### config.mk
export PLATFORM = sky130hd
export DESIGN_NAME = datapath_sw_mc
export DESIGN_NICKNAME = d
export VERILOG_FILES = /design/src/rtl/datapath_sw_pkg.sv /design/src/rtl/datapath_sw_mc_regfile.sv /design/src/rtl/datapath_sw_mc.sv
export SDC_FILE = /design/constraint.sdc
export NUM_CORES = 2
export LEC_CHECK = 0
export ABC_AREA = 1
export CORE_MARGIN = 2
export CORE_UTILIZATION = 35
export CTS_CLUSTER_DIAMETER = 40
export DETAILED_ROUTE_END_ITERATION = 8
export PLACE_DENSITY = 0.52
export SLEW_MARGIN = 40
export SYNTH_ARGS = -nofsm -noshare
export SYNTH_HDL_FRONTEND = slang
export SYNTH_SLANG_ARGS = --single-unit
### constraint.sdc
create_clock -name clk -period 46.3 [get_ports clk]
set_clock_uncertainty 0.2 [all_clocks]
set_input_delay 9.26 -clock clk [delete_from_list [all_inputs] [get_ports clk]]
set_output_delay 9.26 -clock clk [all_outputs]
set_load 0.1 [all_outputs]
### src/rtl/datapath_sw_pkg.sv
// Shared definitions for the multicycle store-word datapath.
// Latency: n/a (types and constants only).
// Backpressure: n/a.
package datapath_sw_pkg;

    // Control sequence of one instruction
    typedef enum logic [2:0] {
        S_IDLE   = 3'd0,
        S_FETCH  = 3'd1,
        S_DECODE = 3'd2,
        S_MEMADR = 3'd3,
        S_MEMWR  = 3'd4
    } state_t;

    // The only executable opcode, and the all-ones stop word
    localparam logic [5:0]  OP_SW      = 6'b101011;
    localparam logic [31:0] HALT_INSTR = 32'hFFFF_FFFF;

    // MIPS I-type field positions
    localparam int OP_HI  = 31;
    localparam int OP_LO  = 26;
    localparam int RS_HI  = 25;
    localparam int RS_LO  = 21;
    localparam int RT_HI  = 20;
    localparam int RT_LO  = 16;
    localparam int IMM_LO = 0;

    // Byte stride between consecutive instructions
    localparam int INSTR_BYTES = 4;

endpackage

### src/rtl/datapath_sw_mc_regfile.sv
// Register file: two asynchronous read ports, one synchronous write port, r0 reads as zero.
// Latency: reads combinational; a write is visible to reads on the cycle after it is clocked.
// Backpressure: none; a write is always accepted when we=1 (writes to r0 are dropped).
import datapath_sw_pkg::*;

module sw_regfile #(
    parameter int M = 32,
    parameter int N = 5
) (
    input  logic         clk,
    input  logic         rst,
    input  logic         we,
    input  logic [N-1:0] wa,
    input  logic [M-1:0] wd,
    input  logic [N-1:0] ra1,
    output logic [M-1:0] rd1,
    input  logic [N-1:0] ra2,
    output logic [M-1:0] rd2
);

    logic [M-1:0] regs [0:(2**N)-1];

    // Clear all registers on reset; otherwise commit writes to any register but r0
    always_ff @(posedge clk or posedge rst) begin
        if (rst) begin
            for (int i = 0; i < 2**N; i++) begin
                regs[i] <= '0;
            end
        end else if (we && (wa != '0)) begin
            regs[wa] <= wd;
        end
    end

    // r0 is forced to zero at the read mux so its storage content never matters
    always_comb begin
        rd1 = (ra1 == '0) ? '0 : regs[ra1];
        rd2 = (ra2 == '0) ? '0 : regs[ra2];
    end

endmodule

### src/rtl/datapath_sw_mc.sv
// Multicycle SW datapath: fetch, decode, address-generate and store over one shared req/ack bus.
// Latency: 4 cycles per zero-wait SW (FETCH, DECODE, MEMADR, MEMWR), plus 1 cycle per ack wait state.
// Backpressure: bus request and payload held until mem_ack; the FSM stalls in FETCH/MEMWR until then.
// Optional: DATAPATH_SW_ALIGN_CHECK_EN adds a word-alignment check that turns a misaligned SW into err.
import datapath_sw_pkg::*;

module datapath_sw_mc #(
    parameter int             M        = 32,
    parameter int             N        = 5,
    parameter int             O        = 16,
    parameter logic [M-1:0]   RESET_PC = '0
) (
    input  logic         clk,
    input  logic         rst,
    input  logic         run,
    input  logic         rf_we_ext,
    input  logic [N-1:0] rf_wa_ext,
    input  logic [M-1:0] rf_wd_ext,
    output logic         mem_req,
    output logic         mem_we,
    output logic [M-1:0] mem_addr,
    output logic [M-1:0] mem_wdata,
    input  logic [M-1:0] mem_rdata,
    input  logic         mem_ack,
    output logic [M-1:0] pc_out,
    output logic [15:0]  retired,
    output logic         err,
    output logic         done
);

    state_t       state;
    state_t       state_nx;

    logic [M-1:0] pc;
    logic [M-1:0] ir;
    logic [M-1:0] a_reg;
    logic [M-1:0] b_reg;
    logic [M-1:0] alu_out;
    logic [15:0]  retired_q;

    // Load strobes raised by the control FSM
    logic         ir_ld;
    logic         pc_inc;
    logic         ab_ld;
    logic         alu_ld;
    logic         ret_inc;

    logic [N-1:0] rs_idx;
    logic [N-1:0] rt_idx;
    logic [M-1:0] rd_rs;
    logic [M-1:0] rd_rt;
    logic [M-1:0] imm_ext;
    logic [M-1:0] alu_sum;
    logic         is_halt;
    logic         is_sw;
    logic         rf_we;

    assign rs_idx  = N'(ir[RS_HI:RS_LO]);
    assign rt_idx  = N'(ir[RT_HI:RT_LO]);
    assign imm_ext = {{(M-O){ir[IMM_LO+O-1]}}, ir[IMM_LO +: O]};
    assign alu_sum = a_reg + imm_ext;
    assign is_halt = (ir == HALT_INSTR);
    assign is_sw   = (ir[OP_HI:OP_LO] == OP_SW);

    // Preload port is only live while the machine is parked
    assign rf_we   = rf_we_ext && (state == S_IDLE);

    assign pc_out  = pc;
    assign retired = retired_q;

    sw_regfile #(
        .M (M),
        .N (N)
    ) u_regfile (
        .clk (clk),
        .rst (rst),
        .we  (rf_we),
        .wa  (rf_wa_ext),
        .wd  (rf_wd_ext),
        .ra1 (rs_idx),
        .rd1 (rd_rs),
        .ra2 (rt_idx),
        .rd2 (rd_rt)
    );

    // State register
    always_ff @(posedge clk or posedge rst) begin
        if (rst) begin
            state <= S_IDLE;
        end else begin
            state <= state_nx;
        end
    end

    // Next state, bus outputs and datapath strobes; bus outputs are decoded from state
    // so an asynchronous reset drops mem_req in the same instant
    always_comb begin
        state_nx  = state;
        mem_req   = 1'b0;
        mem_we    = 1'b0;
        mem_addr  = '0;
        mem_wdata = '0;
        err       = 1'b0;
        done      = 1'b0;
        ir_ld     = 1'b0;
        pc_inc    = 1'b0;
        ab_ld     = 1'b0;
        alu_ld    = 1'b0;
        ret_inc   = 1'b0;
        case (state)
            S_IDLE: begin
                if (run) begin
                    state_nx = S_FETCH;
                end
            end
            S_FETCH: begin
                mem_req  = 1'b1;
                mem_addr = pc;
                if (mem_ack) begin
                    ir_ld    = 1'b1;
                    pc_inc   = 1'b1;
                    state_nx = S_DECODE;
                end
            end
            S_DECODE: begin
                ab_ld = 1'b1;
                if (is_halt) begin
                    done     = 1'b1;
                    state_nx = S_IDLE;
                end else if (is_sw) begin
                    state_nx = S_MEMADR;
                end else begin
                    // Unknown opcode: skip it, PC already points past it
                    err      = 1'b1;
                    state_nx = run ? S_FETCH : S_IDLE;
                end
            end
            S_MEMADR: begin
                alu_ld   = 1'b1;
                state_nx = S_MEMWR;
`ifdef DATAPATH_SW_ALIGN_CHECK_EN
                // Misaligned word store is dropped before it reaches the bus
                if (alu_sum[1:0] != 2'b00) begin
                    err      = 1'b1;
                    state_nx = run ? S_FETCH : S_IDLE;
                end
`endif
            end
            S_MEMWR: begin
                mem_req   = 1'b1;
                mem_we    = 1'b1;
                mem_addr  = alu_out;
                mem_wdata = b_reg;
                if (mem_ack) begin
                    ret_inc  = 1'b1;
                    state_nx = run ? S_FETCH : S_IDLE;
                end
            end
            default: begin
                state_nx = S_IDLE;
            end
        endcase
    end

    // Datapath registers: PC, IR, operand latches, address latch and retire counter
    always_ff @(posedge clk or posedge rst) begin
        if (rst) begin
            pc        <= RESET_PC;
            ir        <= '0;
            a_reg     <= '0;
            b_reg     <= '0;
            alu_out   <= '0;
            retired_q <= '0;
        end else begin
            if (ir_ld) begin
                ir <= mem_rdata;
            end
            if (pc_inc) begin
                pc <= pc + M'(INSTR_BYTES);
            end
            if (ab_ld) begin
                a_reg <= rd_rs;
                b_reg <= rd_rt;
            end
            if (alu_ld) begin
                alu_out <= alu_sum;
            end
            if (ret_inc) begin
                retired_q <= retired_q + 16'd1;
            end
        end
    end

endmodule

==> run metrics <==
outcome=finished, final reports clean; Synth Flop Type=dfrtp_1; core box area=about 0.18 mm²; post-synthesis instance area=~0.064 mm²; largest net degree at the start of global routing=~200; RSZ-0062 raised after global routing=no; Synth top area share=a little under half; Placer Congestion=between 0.9 and 1; final net count=around 8800; Yosys cell types=40; Layout area overhead=16.9%; max FFs per register=slightly above 1000; die width=about 430 µm; # H-tree levels=4; vias in the first global route=around 60000; clock sink count=~1200; Cells after Synth=about 9000; HPWL after DPL=about 150 mm; WHS=around 0.17 ns; drt pass-1 iters=8; root buf cell=clkbuf_16; DRT iter0 DRCs=about 7800; worst-path maximum fanout=20; #FFs+latches synth=1201; share of cells above drive strength 1=roughly 8.3%; clk buf depth=3; post-route cell area=about 0.075 mm²; Synth area leaders=dfrtp_1 47%, o21ai_0 16%, nand2_1 14%; cts repair resizes=0; Detailed Route WL=about 270 mm; postcts setup bufs=0; first-pass GRT wire length=397 mm; I/O pin total=190; synth warn=0; most frequent cell after synthesis=nand2_1; Yosys top cell by area=dfrtp_1; Routed Antenna Nets=0; Tot Pwr=5660 µW; clk slew on worst S/H paths=around 0.060 ns; worst slew pin tran=approximately 0.93 ns; # fillers=between 15000 and 20000; TritonCTS buffer count=213; Top reg by flops=u_regfile.regs; EDFF count, synth=0; Avg Cell Area, Syn=approximately 7 µm²; die area=0.187 mm²; Rel. slew slack=between 30% and 40%; register area share after synthesis=between 40% and 50%; Max Cap Viol=0; initial antenna violation count=12; ys async rst share=100%; CP Capture Type=primary output; Die Height=about 430 µm; Final Slew Violations=0; Clock Latency Late Sink=slightly below 0.9 ns; PD cells=around 75 mW/mm²; Fin. Hold Viols=0; period utilization=between 20 and 30%; Peak VDD IR=about 0.067 mV; Initial Util=35.2%; CTS tree=yes; startpoint types=flip-flop; total global-route track usage=28.4%; DRC=0; P_leak=~0.034 µW; Vias per Instance=between 5 and 6; GRT overflow=0; Req. time, crit path=between 30 and 40 ns; Arrival @ worst endpoint=around 3.6 ns; setup TNS=0 ns; Routed wire per std cell=approximately 24 µm; IO Port Bufs=roughly 190; worst hold path type=flip-flop to flip-flop; DR vias=roughly 63000; count of final setup violators=0; placed instance count=10900; DP Area=a little under 0.07 mm²; post-route minimum period=~13 ns; # rows=about 160; WS Path Type=flip-flop to primary output; Hold-fix buffers, CTS=0; Non-Filler Instances=roughly 11000; Max Clk Rate=roughly 76 MHz; top cells by instance count after synthesis=2425 x nand2_1, 2109 x o21ai_0, 1201 x dfrtp_1, 645 x clkbuf_1, 605 x nor2_1
-- routing by layer --
metal,global-route usage (%),vias up,share of wire (%)
li1,-,29000,-
met1,38.6,30400,43
met2,43.8,3078,44
met3,5.72,599,9.3
met4,11.9,4,4.1
met5,0,-,0.010
-- kinds of logic (layout without fill, tap and decap cells) --
| logic type | after synthesis | after routing | share of synthesized area (%) |
|---|---|---|---|
| simple gates | 3510 | 3510 | 21.7 |
| other cells | 1 | 4 | 0.00582 |
| compound gates | 2835 | 2835 | 22.5 |
| fa+ha+maj | 34 | 34 | 0.672 |
| flops | 1201 | 1201 | 46.7 |
| buf+inv | 1286 | 1251 | 7.58 |
| xor+xnor | 57 | 57 | 0.775 |
-- critical path, cell delays in order, from the launching register on --
cell	delay, ns
dfrtp_1	0.46
nand2_1	0.22
clkinv_2	0.53
nand3_1	0.31
nor2_1	0.10
nand2_1	0.11
nand2_1	0.08
a31oi_1	0.39
buf_2	0.52
-- per-stage QoR --
step	util, %	worst slack (ns)
after floorplan	-	3.01
after detailed placement	36.8	32.70
after global placement	37.0	32.50
after CTS	41.1	33.22
final	41.2	33.23
after global routing	41.2	33.15
-- path summary, 6_finish.rpt --
| check | start | end | slack (ns) | cells after the start |
|---|---|---|---|---|
| setup / recovery | ir[19] | err | 33.23 | 8 |
| max in group asynchronous | rst | u_regfile.regs[798] | 33.93 | 7 |
| hold reg to reg | u_regfile.regs[1023] | u_regfile.regs[1023] | 0.17 | 0 |
| hold / removal | u_regfile.regs[1023] | u_regfile.regs[1023] | 0.17 | 0 |
| min in group asynchronous | rst | u_regfile.regs[155] | 8.73 | 2 |
| setup reg to reg | ir[16] | b_reg[14] | 41.65 | 9 |
-- report_power, final --
group | switching [µW] | leakage [µW] | internal [µW]
logic | 1680 | 0.0146 | 644
clock network | 626 | 0.00373 | 1050
registers | 271 | 0.0159 | 1380
total | 2580 | 0.0342 | 3080
-- cells in the final DEF (no fill, tap or decap), types with 90 or more instances in the layout --
master,count
nor2_1,597
dfrtp_1,1195
nand2_1,2420
clkbuf_16,215
o21ai_0,2109
buf_2,114
a21oi_1,533
inv_1,490
nand4_1,90
nand3_1,307
-- layout make-up --
type	count	area, µm²	share of cell area [%]
diodes	2	5.00	0.00665
repair buffers	307	2510	3.33
well taps	2464	3080	4.09
flip-flops and latches	1201	30100	39.9
inverters	539	2060	2.74
clock inverters	157	2040	2.71
clock buffers	248	5710	7.59
multi-input cells	6438	29800	39.6
Power figures use the tool's default switching activity.
